$ cat src/rtl/cm162a_result_fifo.sv
// Result FIFO for the cm162a stage: 5-bit words, valid/ready on both sides,
// plus a saturating counter of accepted words that differ from the previous one.
module cm162a_result_fifo #(
  parameter int DEPTH = 4,
  parameter int CNT_W = 8
) (
  input  logic                     clk,
  input  logic                     rst_n,
  input  logic                     in_valid,
  input  logic [4:0]               in_data,
  output logic                     in_ready,
  output logic                     out_valid,
  output logic [4:0]               out_data,
  input  logic                     out_ready,
  output logic [$clog2(DEPTH):0]   level,
  output logic [CNT_W-1:0]         chg_cnt,
  input  logic                     chg_clr
);

  localparam int AW = $clog2(DEPTH);
  localparam int LW = AW + 1;
  localparam logic [LW-1:0]    FULL    = LW'(DEPTH);
  localparam logic [CNT_W-1:0] CNT_MAX = '1;

  // Pointer wrap relies on DEPTH being a power of two.
  if (!(DEPTH == 2 || DEPTH == 4 || DEPTH == 8)) begin : g_bad_depth
    $error("cm162a_result_fifo: DEPTH must be 2, 4 or 8");
  end

  logic [4:0]     mem [DEPTH];
  logic [AW-1:0]  wr_ptr;
  logic [AW-1:0]  rd_ptr;
  logic [LW-1:0]  level_q;
  logic [4:0]     last_word;
  logic           push;
  logic           pop;

  // Handshake outputs come only from registered state, never from in_valid/out_ready.
  assign in_ready  = (level_q < FULL);
  assign out_valid = (level_q != '0);
  assign out_data  = mem[rd_ptr];
  assign level     = level_q;

  assign push = in_valid & in_ready;
  assign pop  = out_valid & out_ready;

  always_ff @(posedge clk) begin
    if (push) begin
      mem[wr_ptr] <= in_data;
    end
  end

  always_ff @(posedge clk or negedge rst_n) begin
    if (!rst_n) begin
      wr_ptr  <= '0;
      rd_ptr  <= '0;
      level_q <= '0;
    end else begin
      if (push) begin
        wr_ptr <= wr_ptr + AW'(1);
      end
      if (pop) begin
        rd_ptr <= rd_ptr + AW'(1);
      end
      case ({push, pop})
        2'b10:   level_q <= level_q + LW'(1);
        2'b01:   level_q <= level_q - LW'(1);
        default: level_q <= level_q;
      endcase
    end
  end

  // Change counter compares against the word held before this push; clear wins.
  always_ff @(posedge clk or negedge rst_n) begin
    if (!rst_n) begin
      last_word <= 5'b00000;
      chg_cnt   <= '0;
    end else begin
      if (push) begin
        last_word <= in_data;
      end
      if (chg_clr) begin
        chg_cnt <= '0;
      end else if (push && (in_data != last_word) && (chg_cnt != CNT_MAX)) begin
        chg_cnt <= chg_cnt + CNT_W'(1);
      end
    end
  end

endmodule

$ cat config.mk
export PLATFORM = sky130hd
export DESIGN_NAME = cm162a_result_fifo
export DESIGN_NICKNAME = d
export VERILOG_FILES = /design/src/rtl/cm162a_result_fifo.sv
export SDC_FILE = /design/constraint.sdc
export NUM_CORES = 1
export LEC_CHECK = 0
export BUFFER_PORTS_ARGS = -buffer_cell sky130_fd_sc_hd__buf_2
export CAP_MARGIN = 20
export CORE_UTILIZATION = 60
export CTS_BUF_LIST = sky130_fd_sc_hd__clkbuf_2 sky130_fd_sc_hd__clkbuf_4 sky130_fd_sc_hd__clkbuf_8
export CTS_CLUSTER_SIZE = 12
export DETAILED_ROUTE_END_ITERATION = 10
export GPL_TIMING_DRIVEN = 0
export PLACE_DENSITY = 0.84
export REMOVE_ABC_BUFFERS = 1
export SYNTH_ARGS = -nofsm -noshare
export SYNTH_HDL_FRONTEND = slang
export SYNTH_SLANG_ARGS = --single-unit
$ cat constraint.sdc
create_clock -name clk -period 2.9 [get_ports clk]
set_clock_uncertainty 0.05 [all_clocks]
set_input_delay 0.29 -clock clk [delete_from_list [all_inputs] [get_ports clk]]
set_output_delay 0.29 -clock clk [all_outputs]
set_load 0.05 [all_outputs]
Word level (Yosys, flattened, before mapping)
Memory sizes are Yosys's and may differ from the RTL's.
Index checks and enable logic that the tools add are counted.
W data, S select, Z words.
{"block": "op_classes", "n_reduce_logical": 5, "eq_ne": 4, "bitwise": 2, "mux": 5, "order_cmp": 1, "add_sub_neg": 5}
{"op": "$mux W8", "n": 2}
{"op": "$add A8 B1 Y8 const B", "n": 1}
{"op": "$ne A8 B8 Y1 const B", "n": 1}
{"op": "$pmux W3 S2", "n": 1}
{"op": "$ne A5 B5 Y1", "n": 1}
{"op": "$add A2 B1 Y2 const B", "n": 2}
{"op": "$reduce_bool A2 Y1", "n": 2}
{"op": "$add A3 B1 Y3 const B", "n": 1}
{"op": "$lt A3 B3 Y1 const B", "n": 1}
{"op": "$reduce_bool A3 Y1", "n": 1}
{"op": "$sub A3 B1 Y3 const B", "n": 1}
{"op": "$and A1 B1 Y1", "n": 2}
{"op": "$eq A2 B1 Y1 const B", "n": 1}
{"op": "$eq A2 B2 Y1 const B", "n": 1}
{"op": "$logic_and A1 B1 Y1", "n": 2}
{"op": "$mux W1", "n": 2}
{"block": "word_totals", "ramBits": 20, "n_memories": 1, "in_bits": 10, "ff_bits": 20, "wordCells": 28, "output_inout_bits": 18}
{"memory": "mem", "words": 4, "width": 5, "read_ports": 1, "rd_ports_with_merged_regs": 0, "wr": 1, "line": "30", "rtl": "logic [4:0] mem [DEPTH];"}

Depth between registers and ports, before layout
Gate-level depths: netlist of the first run.
{"block": "logic_depth", "ltp_word": 6, "mapped_depth": 9, "ltp_nobuf": 9}

Least setup slack after synthesis of the first run
No wires, ideal clock.
{"block": "synth_timing", "path_kind": "register -> register", "startpoint": "reg level_q[2] (netlist: level[2])", "endpoint": "reg level_q[2] (netlist: level[2])", "setup_time_ps": 140, "arrival_time_ps": 2720, "slack_ps": -10, "required_ps": 2710, "path_stages_with_launch": 10, "path_cell_list": "dfrtp_1 -> inv_1 -> nand3_1 -> and2_1 -> ha_1 -> inv_1 -> fa_1 -> xor2_1 -> nor2_1 -> xnor2_1"}
{"block": "synth_between", "elab_chain_cells": 4, "word_cells_on_any_way": 10}
{"element": "start, declared", "line": "33", "rtl": "logic [LW-1:0] level_q;"}
{"element": "start signal, assigned", "line": "66", "rtl": "2'b10: level_q <= level_q + LW'(1);"}
{"element": "start signal, assigned", "line": "67", "rtl": "2'b01: level_q <= level_q - LW'(1);"}
{"element": "start signal, assigned", "line": "68", "rtl": "default: level_q <= level_q;"}
{"element": "$lt A3 B3 Y1 (*)", "line": "39", "rtl": "assign in_ready = (level_q < FULL);"}
{"element": "net in_ready", "line": "11", "rtl": "output logic in_ready,"}
{"element": "$and A1 B1 Y1 (*)", "line": "44", "rtl": "assign push = in_valid & in_ready;"}
{"element": "$eq A2 B1 Y1 / $eq A2 B2 Y1 (equally long branches)", "line": "65", "rtl": "case ({push, pop})"}
{"element": "$pmux W3 S2 / $reduce_bool A2 Y1 (equally long branches)"}
Mark *: on every way through the listed nets, which the timed path passes. The rest lies on a longest branch.
A chain may end at the register's enable or synchronous reset.

Worst setup path after layout of the first run
{"block": "layout_timing", "startpoint": "reg rd_ptr[0]", "endpoint": "out out_data[2]"}
{"block": "layout_between", "elab_chain_cells": 1}
{"element": "start, declared", "line": "32", "rtl": "logic [AW-1:0] rd_ptr;"}
{"element": "start signal, assigned", "line": "63", "rtl": "rd_ptr <= rd_ptr + AW'(1);"}
{"element": "$mem_v2 Z4 W5"}
{"element": "end, declared", "line": "13", "rtl": "output logic [4:0] out_data,"}
No other way between the ends.

==> results.py, run 1 <==
metrics = {
    "run_status": {
        "outcome": "complete, but fails checks",
        "violations": "DRC",
    },
    "critical_path": {
        "max_stage_delay_ps": 610,
        "crit_slowest_cell": "dfrtp_1",
        "crit_path_start_kind": "register",
        "r2r-end": "level[2]",
        "r2r_start": "level[2]",
        "crit_required_ps": 2560,
        "endpoint_kind": "primary output",
        "critPathTopFamily": "flip-flops",
        "reg2reg_slack_ps": 900,
        "crit_cells": 2,
        "cp.buffers_inverters": 1,
        "worstPathArrival_ps": 1740,
        "r2r_cells": 9,
        "crit_fanout": 7,
        "crit_type": "register to primary output",
        "crit_chain": "mux4_2 > buf_2",
    },
    "routing": {
        "vias": 1048,
        "final_antenna_net_count": 0,
        "viasPerCell": 5.57,
        "avgRoutedWirePerCell_um": 16.6,
        "drc": 2,
        "drtIter0Drc": 21,
        "routed_wl_um": 3130,
        "first_pass_iters": 7,
    },
    "logic_synthesis": {
        "ys.flop_type": "edfxtp_1",
        "synth_area_leaders": "edfxtp_1 (33%), dfrtp_1 (27%), mux4_2 (6.1%), ha_1 (4.1%), mux2_2 (3.7%)",
        "syn_avg_cell_area_um2": 14.7,
        "ys_warn_count": 0,
        "syn_inst": 125,
        "synthArstFlopShare_pct": 50.0,
        "synth.top_cell.area_share_pct": 32.7,
        "synth_top_cells_by_count": "dfrtp_1 (20), edfxtp_1 (20), nor2_1 (8), inv_1 (7), xnor2_1 (7)",
        "netlist_area_um2": 1840,
        "yosysSeqAreaShare_pct": 59.9,
        "ys_ff_latch": 40,
        "yosys.area.top_type": "edfxtp_1",
        "synth_edf_count": 20,
        "synth_cell_types": 32,
    },
    "global_routing": {
        "antenna_found_initial": 0,
        "top_usage_layer": "met2",
        "grt_pass1_vias": 1068,
        "met1_usage_pct": 27.2,
        "grt_max_degree": 21,
        "met3_usage_pct": 7.03,
        "grtUsageTotal_pct": 22.3,
        "use_met2_pct": 35.2,
        "grt_pass1_wl_um": 5130,
        "overflow": 0,
    },
    "floorplanning": {
        "die_width_um": 57.3,
        "die_h_um": 57.3,
        "rows": 19,
        "dieArea_um2": 3290,
        "core-area_um2": 2830,
        "io_pins": 28,
        "start_util_pct": 65.0,
    },
    "worst_hold_path": {
        "min_from": "in_data[3]",
        "hold_path_end": "mem[1][3]",
        "hold_path_class": "primary input to register",
        "min_delay_path_depth": 1,
    },
    "sta": {
        "fin_setup_tns_ps": 0,
        "post-route-min-period_ps": 2080,
        "fin_hold_ws_ps": 160,
        "hold_violations": 0,
        "fin_ws_ps": 822,
        "period_share_pct": 71.6,
        "relSlewSlack_pct": 68.4,
        "worst_pin_slew_ps": 473,
        "setup_violations": 0,
        "report.final.slew_viol_count": 0,
        "fmax_ghz": 0.481,
        "rsz0062_at_grt": "false",
    },
    "clock_tree": {
        "cts-buffers-inserted": 5,
        "cts_root_buf": "clkbuf_4",
        "clockBufferDepth": 2,
        "clk_pin_slew_worst_paths_ps": 110,
        "cts_max_level": 2,
        "cts_tree": "built",
        "cts_sinks": 40,
        "clk_latency_ps": 340,
    },
    "place": {
        "hpwl_um": 2190,
        "placed_area_um2": 2000,
        "pre_cts_ws_ps": 955,
        "portBuffers": 27,
        "dp.cells": 179,
        "gp_congestion": 0.743,
    },
    "finish": {
        "final_nets": 173,
        "num_antenna_cells": 0,
        "areaGrowthSynthToFinish_pct": 12.3,
        "stdcell_area_um2": 2060,
        "drive_gt1_share_pct": 34.4,
        "layout.cells.non_filler": 188,
    },
    "power": {
        "peakVddDrop_mv": 0.376,
        "powerDensity_nw_per_um2": 970,
        "power_leakage_nw": 0.889,
    },
    "run": {
        "max_cap_violations": 0,
    },
}
logic make-up after synthesis:
family                   share of synthesized area (%)
flip-flops                                        59.9
multiplexers                                      13.5
AND/OR/NAND/NOR                                   10.6
XOR/XNOR                                          5.72
AO/OA/AOI/OAI                                     2.72
adder cells (fa/ha/maj)                           5.17
buffers and inverters                             2.31
through the flow:
stage	power (mW)	utilization (%)
2_1_floorplan	1.55	-
3_3_place_gp	1.70	70.5
3_5_place_dp	1.73	70.5
4_1_cts	2.02	72.9
5_1_grt	2.11	72.9
6_report	2.00	72.9
per-layer routing:
metal / vias to the layer above / wire length, µm
li1: 499 / -
met1: 511 / 1270
met2: 30 / 1640
met3: 8 / 133
met4: 0 / 81
met5: - / 0
where the power goes:
group	total (mW)	internal, mW	switching [mW]
Clock	0.282	0.113	0.168
Sequential	0.850	0.735	0.114
Combinational	0.871	0.307	0.564
Total	2.00	1.16	0.847
repair_timing:
| item | in CTS | in global routing |
|---|---|---|
| resized for setup | 0 | 0 |
| endpoints found under the hold margin | 20 | 0 |
| hold buffers | 1 | 0 |
| setup buffers | 0 | 0 |
| endpoints found under the setup margin | 0 | 0 |
cell type report:
class	count	area, µm²
Clock buffer	7	52.6
Clock inverter	1	5.00
Fill cell	191	766
Inverter	7	26.3
Multi-Input combinational cell	74	694
Sequential cell	40	1100
Tap cell	31	38.8
Timing Repair Buffer	28	145
flip-flops by register name, indices dropped and copies added, names as in the netlist:
register and count:
chg_cnt 8, last_word 5, level 3, mem 20, rd_ptr 2, wr_ptr 2
layout by cell type (no fill, tap or decap), drive strengths merged, types with 6 or more instances in the layout:
| cell | count |
|---|---|
| ha | 6 |
| xnor2 | 7 |
| nor2b | 6 |
| buf | 27 |
| and2 | 6 |
| nor2 | 8 |
| edfxtp | 20 |
| clkbuf | 7 |
| inv | 7 |
| dfrtp | 20 |
| mux2 | 10 |
worst max-delay path by stage:
stage	start	slack (ps)	end
finish	rd_ptr[0]	820	out_data[2]
global route	rd_ptr[0]	720	out_data[2]
CTS	rd_ptr[0]	790	out_data[2]
detailed placement	level[2]	950	level[2]
global placement	level[2]	1020	level[2]
floorplan	level[2]	-10	level[2]
Power figures use the tool's default switching activity.
==> inputs of run 2 (changes only) <==
--- a/config.mk
+++ b/config.mk
@@ -7,12 +7,12 @@
 export LEC_CHECK = 0
 export BUFFER_PORTS_ARGS = -buffer_cell sky130_fd_sc_hd__buf_2
 export CAP_MARGIN = 20
-export CORE_UTILIZATION = 60
+export CORE_UTILIZATION = 58
 export CTS_BUF_LIST = sky130_fd_sc_hd__clkbuf_2 sky130_fd_sc_hd__clkbuf_4 sky130_fd_sc_hd__clkbuf_8
 export CTS_CLUSTER_SIZE = 12
 export DETAILED_ROUTE_END_ITERATION = 10
 export GPL_TIMING_DRIVEN = 0
-export PLACE_DENSITY = 0.84
+export PLACE_DENSITY = 0.81
 export REMOVE_ABC_BUFFERS = 1
 export SYNTH_ARGS = -nofsm -noshare
 export SYNTH_HDL_FRONTEND = slang
==> constraint.sdc (replaced) <==
create_clock -name clk -period 2.2 [get_ports clk]
set_clock_uncertainty 0.05 [all_clocks]
set_input_delay 0.22 -clock clk [delete_from_list [all_inputs] [get_ports clk]]
set_output_delay 0.22 -clock clk [all_outputs]
set_load 0.05 [all_outputs]
==> results.py, run 2 (same netlist as run 1, synthesis figures left out) <==
metrics = {
    "global_routing": {
        "met1_usage_pct": 24.3,
        "grtUsageTotal_pct": 20.3,
        "top_usage_layer": "met2",
        "grt_pass1_vias": 1029,
        "met3_usage_pct": 6.81,
        "grt_max_degree": 21,
        "grt_pass1_wl_um": 4850,
        "overflow": 0,
        "use_met2_pct": 33.5,
        "antenna_found_initial": 0,
    },
    "power": {
        "p_sw_share_pct": 42.9,
        "power_frac_comb_pct": 44.0,
        "powerDensity_nw_per_um2": 1260,
        "power_leakage_nw": 0.886,
        "p_int_mw": 1.49,
        "p_seq_share_pct": 42.7,
        "p_switching_mw": 1.12,
        "peakVddDrop_mv": 0.579,
        "power_frac_clock_pct": 13.3,
    },
    "routing": {
        "viasPerCell": 5.32,
        "drc": 0,
        "drtIter0Drc": 27,
        "final_antenna_net_count": 0,
        "vias": 1070,
        "avgRoutedWirePerCell_um": 14.6,
        "routed_wl_um": 2930,
        "first_pass_iters": 4,
    },
    "finish": {
        "layout_common_cells": "buf_2 (27), dfrtp_1 (20), edfxtp_1 (20)",
        "register_area_um2": 1100,
        "nFillCells": 224,
        "num_antenna_cells": 0,
        "drive_gt1_share_pct": 33.8,
        "largest_reg_flops": 20,
        "areaGrowthSynthToFinish_pct": 12.8,
        "final_common_cell": "buf_2",
        "layout.cells.non_filler": 201,
        "regMostFlops": "mem",
        "multiInputGateArea_um2": 694,
        "largestRegisters": "mem (20), chg_cnt (8), last_word (5)",
        "final_nets": 173,
    },
    "place": {
        "portBuffers": 27,
        "pre_cts_ws_ps": 186,
        "gp_congestion": 0.778,
        "dp.cells": 192,
    },
    "clock_tree": {
        "clk_latency_ps": 340,
        "cts_max_level": 2,
        "clockBufferDepth": 2,
        "cts-buffers-inserted": 5,
        "cts_tree": "built",
        "cts_resized": 0,
        "cts_sinks": 40,
        "clk_pin_slew_worst_paths_ps": 110,
        "cts_root_buf": "clkbuf_4",
    },
    "critical_path": {
        "reg2reg_slack_ps": 150,
        "crit_chain": "inv_1 > nand3_1 > and2_1 > ha_1 > inv_1 > fa_1 > xor2_1 > nor2_1 > xnor2_1",
        "cp.buffers_inverters": 2,
        "crit_required_ps": 2380,
        "crit_fanout": 3,
        "endpoint_kind": "register",
        "critPathTopFamily": "adder cells",
        "worstPathArrival_ps": 2240,
        "crit_path_start_kind": "register",
        "crit_slowest_cell": "dfrtp_1",
        "max_stage_delay_ps": 420,
        "crit_type": "register to register",
        "cpMostUsedCell": "inv_1",
    },
    "floorplanning": {
        "die_h_um": 58.3,
        "io_pins": 28,
        "start_util_pct": 60.7,
        "rows": 20,
        "dieArea_um2": 3400,
        "die_width_um": 58.3,
        "core-area_um2": 3030,
    },
    "sta": {
        "relSlewSlack_pct": 70.2,
        "report.final.slew_viol_count": 0,
        "post-route-min-period_ps": 2050,
        "hold_violations": 0,
        "rsz0062_at_grt": "false",
        "setup_violations": 0,
        "period_share_pct": 93.3,
        "fin_ws_ps": 148,
        "fmax_ghz": 0.487,
        "worst_pin_slew_ps": 447,
    },
    "run": {
        "max_cap_violations": 0,
    },
    "worst_hold_path": {
        "hold_path_class": "primary input to register",
    },
    "run_status": {
        "outcome": "finished clean",
    },
}
-- run 2: area by class of cell --
cell class	count	share of cell area, %
sequential	40	53.1
multi-input combinational	74	33.5
timing repair buffer	28	7.00
tap	44	2.66
clock buffer	5	1.81
inverter	7	1.27
clock inverter	3	0.664
-- run 2: timing repair --
| action | 4_1_cts | 5_1_grt |
|---|---|---|
| buffers inserted | 0 | 0 |
| endpoints found under the hold margin | 20 | 0 |
| hold buffers | 1 | 0 |
| endpoints found under the setup margin | 0 | 0 |
-- run 2: worst paths after layout --
path	start	end	cells after the start
min in group asynchronous	rst_n	chg_cnt[5]	2
max	level[2]	level[2]	9
min reg2reg	level[0]	level[0]	1
min	in_data[3]	mem[2][3]	1
max in group asynchronous	rst_n	wr_ptr[0]	2
max reg2reg	level[2]	level[2]	9
-- run 2: power by group through the flow --
stage / registers, mW / logic [mW] / clock network (mW)
floorplan: 1.24 / 0.801 / 0
detailed placement: 1.14 / 1.15 / 0
global placement: 1.12 / 1.11 / 0
CTS: 1.12 / 1.16 / 0.355
finish: 1.11 / 1.15 / 0.347
global route: 1.14 / 1.23 / 0.391
-- run 2: per-stage QoR --
step / TNS (ps) / utilization [%] / hold slack (ps) / total power, mW / area [µm²]
floorplan: -1790 / - / -126 / 2.04 / 1820
global placement: 0 / 66.4 / 138 / 2.24 / 2010
detailed placement: 0 / 66.4 / 140 / 2.29 / 2010
CTS: 0 / 68.5 / 81.7 / 2.63 / 2070
global route: 0 / 68.5 / 66.9 / 2.76 / 2070
finish: 0 / 68.5 / 86.3 / 2.61 / 2070
-- run 2: routing by layer --
layer  routed length, µm  part of all wire, %  vias up
met5                   0                    0        -
met4                  76                  2.6        0
met3                 133                  4.5        9
met2                1530                   52       33
met1                1190                   41      525
li1                    -                    -      503
-- run 2: worst register-to-register path, cell delays in order, from the launching register on --
cell	delay, ps
dfrtp_1	420
inv_1	100
nand3_1	100
and2_1	200
ha_1	230
inv_1	70
fa_1	390
xor2_1	190
nor2_1	70
xnor2_1	120
==> inputs of run 3 (changes only) <==
--- a/config.mk
+++ b/config.mk
@@ -13,6 +13,7 @@
 export DETAILED_ROUTE_END_ITERATION = 10
 export GPL_TIMING_DRIVEN = 0
 export PLACE_DENSITY = 0.81
+export RECOVER_POWER = 100
 export REMOVE_ABC_BUFFERS = 1
 export SYNTH_ARGS = -nofsm -noshare
 export SYNTH_HDL_FRONTEND = slang
==> results.py, run 3 (same netlist as run 1, synthesis figures left out) <==
metrics = {
    "run_status": {
        "outcome": "finished clean",
    },
    "routing": {
        "vias": 1073,
        "avgRoutedWirePerCell_um": 14.7,
        "routed_wl_um": 2960,
        "drc": 0,
        "first_pass_iters": 4,
        "final_antenna_net_count": 0,
        "drtIter0Drc": 39,
        "viasPerCell": 5.34,
    },
    "run": {
        "max_cap_violations": 0,
    },
    "clock_tree": {
        "cts_tree": "built",
        "cts_sinks": 40,
        "cts-buffers-inserted": 5,
        "clockBufferDepth": 2,
        "clk_latency_ps": 340,
        "cts_root_buf": "clkbuf_4",
        "cts_resized": 0,
        "cts_max_level": 2,
        "cts_setup_buffers": 0,
        "clk_pin_slew_worst_paths_ps": 120,
    },
    "sta": {
        "fin_setup_tns_ps": 0,
        "period_share_pct": 94.5,
        "setup_violations": 0,
        "fmax_ghz": 0.481,
        "report.final.slew_viol_count": 0,
        "post-route-min-period_ps": 2080,
        "hold_violations": 0,
        "fin_hold_ws_ps": 138,
        "rsz0062_at_grt": "false",
        "worst_pin_slew_ps": 1080,
        "fin_ws_ps": 122,
        "relSlewSlack_pct": 28.1,
    },
    "power": {
        "power_frac_clock_pct": 13.5,
        "p_int_mw": 1.46,
        "power_leakage_nw": 0.816,
        "peakVddDrop_mv": 0.560,
        "power_frac_comb_pct": 43.2,
        "powerDensity_nw_per_um2": 1260,
        "p_seq_share_pct": 43.3,
        "p_sw_share_pct": 43.2,
        "p_switching_mw": 1.11,
    },
    "global_routing": {
        "overflow": 0,
        "grt_pass1_wl_um": 4850,
        "antenna_found_initial": 0,
        "grt_pass1_vias": 1029,
        "grt_max_degree": 21,
        "grtUsageTotal_pct": 20.3,
    },
    "critical_path": {
        "max_stage_delay_ps": 430,
        "critPathTopFamily": "adder cells",
        "crit_required_ps": 2380,
        "crit_slowest_cell": "dfrtp_1",
        "worstPathArrival_ps": 2260,
        "crit_chain": "inv_1 > nand3_1 > and2_1 > ha_1 > inv_1 > fa_1 > xor2_1 > nor2_1 > xnor2_1",
        "crit_type": "register to register",
        "cp.buffers_inverters": 2,
        "crit_fanout": 3,
        "cpMostUsedCell": "inv_1",
        "endpoint_kind": "register",
        "crit_path_start_kind": "register",
    },
    "finish": {
        "register_area_um2": 1100,
        "multiInputGateArea_um2": 683,
        "drive_gt1_share_pct": 21.0,
        "layout_common_cells": "dfrtp_1 (20), edfxtp_1 (20), clkbuf_1 (19)",
        "largest_reg_flops": 20,
        "layout.cells.non_filler": 201,
        "num_antenna_cells": 0,
        "stdcell_area_um2": 2040,
        "nFillCells": 240,
        "regMostFlops": "mem",
        "areaGrowthSynthToFinish_pct": 10.9,
        "final_nets": 173,
        "largestRegisters": "mem (20), chg_cnt (8), last_word (5)",
    },
    "place": {
        "gp_congestion": 0.778,
        "pre_cts_ws_ps": 186,
        "dp.cells": 192,
        "placed_area_um2": 2010,
        "portBuffers": 27,
    },
    "floorplanning": {
        "start_util_pct": 60.7,
        "die_h_um": 58.3,
        "core-area_um2": 3030,
        "io_pins": 28,
        "die_width_um": 58.3,
        "dieArea_um2": 3400,
        "rows": 20,
    },
    "worst_hold_path": {
        "hold_path_class": "primary input to register",
    },
}
-- run 3: cell count changes in the layout (fill, tap and decap cells not counted) --
cell      previous run  this run
and2_1               5         1
and2_0               0         5
a31oi_2              0         1
clkbuf_2             0         5
and2_4               1         0
a31oi_4              1         0
buf_2               27         3
clkbuf_1             0        19
-- run 3: through the flow --
step | utilization (%) | total power, mW
2_1_floorplan | - | 2.04
3_3_place_gp | 66.4 | 2.24
3_5_place_dp | 66.4 | 2.29
4_1_cts | 68.5 | 2.63
5_1_grt | 67.3 | 2.73
6_report | 67.3 | 2.58
-- run 3: what timing repair did --
action,4_1_cts,5_1_grt
hold buffers,1,0
endpoints found under the hold margin,20,0
setup endpoints to repair,0,0
-- run 3: layout make-up --
type | instances | area share (%)
Inverter | 7 | 1.29
Sequential cell | 40 | 54.0
Timing Repair Buffer | 28 | 5.95
Clock inverter | 3 | 0.675
Multi-Input combinational cell | 74 | 33.5
Clock buffer | 5 | 1.84
Tap cell | 44 | 2.70
-- run 3: power by group through the flow --
stage	clock [mW]	combinational (mW)	sequential, mW
global route	0.391	1.20	1.14
CTS	0.355	1.16	1.12
finish	0.348	1.11	1.12
detailed placement	0	1.15	1.14
global placement	0	1.11	1.12
floorplan	0	0.801	1.24
-- run 3: routing by layer --
layer  wire (µm)  GRT usage (%)
met1        1220           24.3
met5           0              0
met4          76           9.52
met3         123           6.81
met2        1530           33.5
-- run 3: path summary, 6_finish.rpt --
check,from,to,slack [ps],cells after the start
min in group asynchronous,rst_n,chg_cnt[5],550,2
max reg2reg,level[2],level[2],120,9
min reg2reg,level[0],level[0],470,1
max in group asynchronous,rst_n,chg_cnt[2],900,2
min,chg_clr,chg_cnt[0],140,2
max,level[2],level[2],120,9
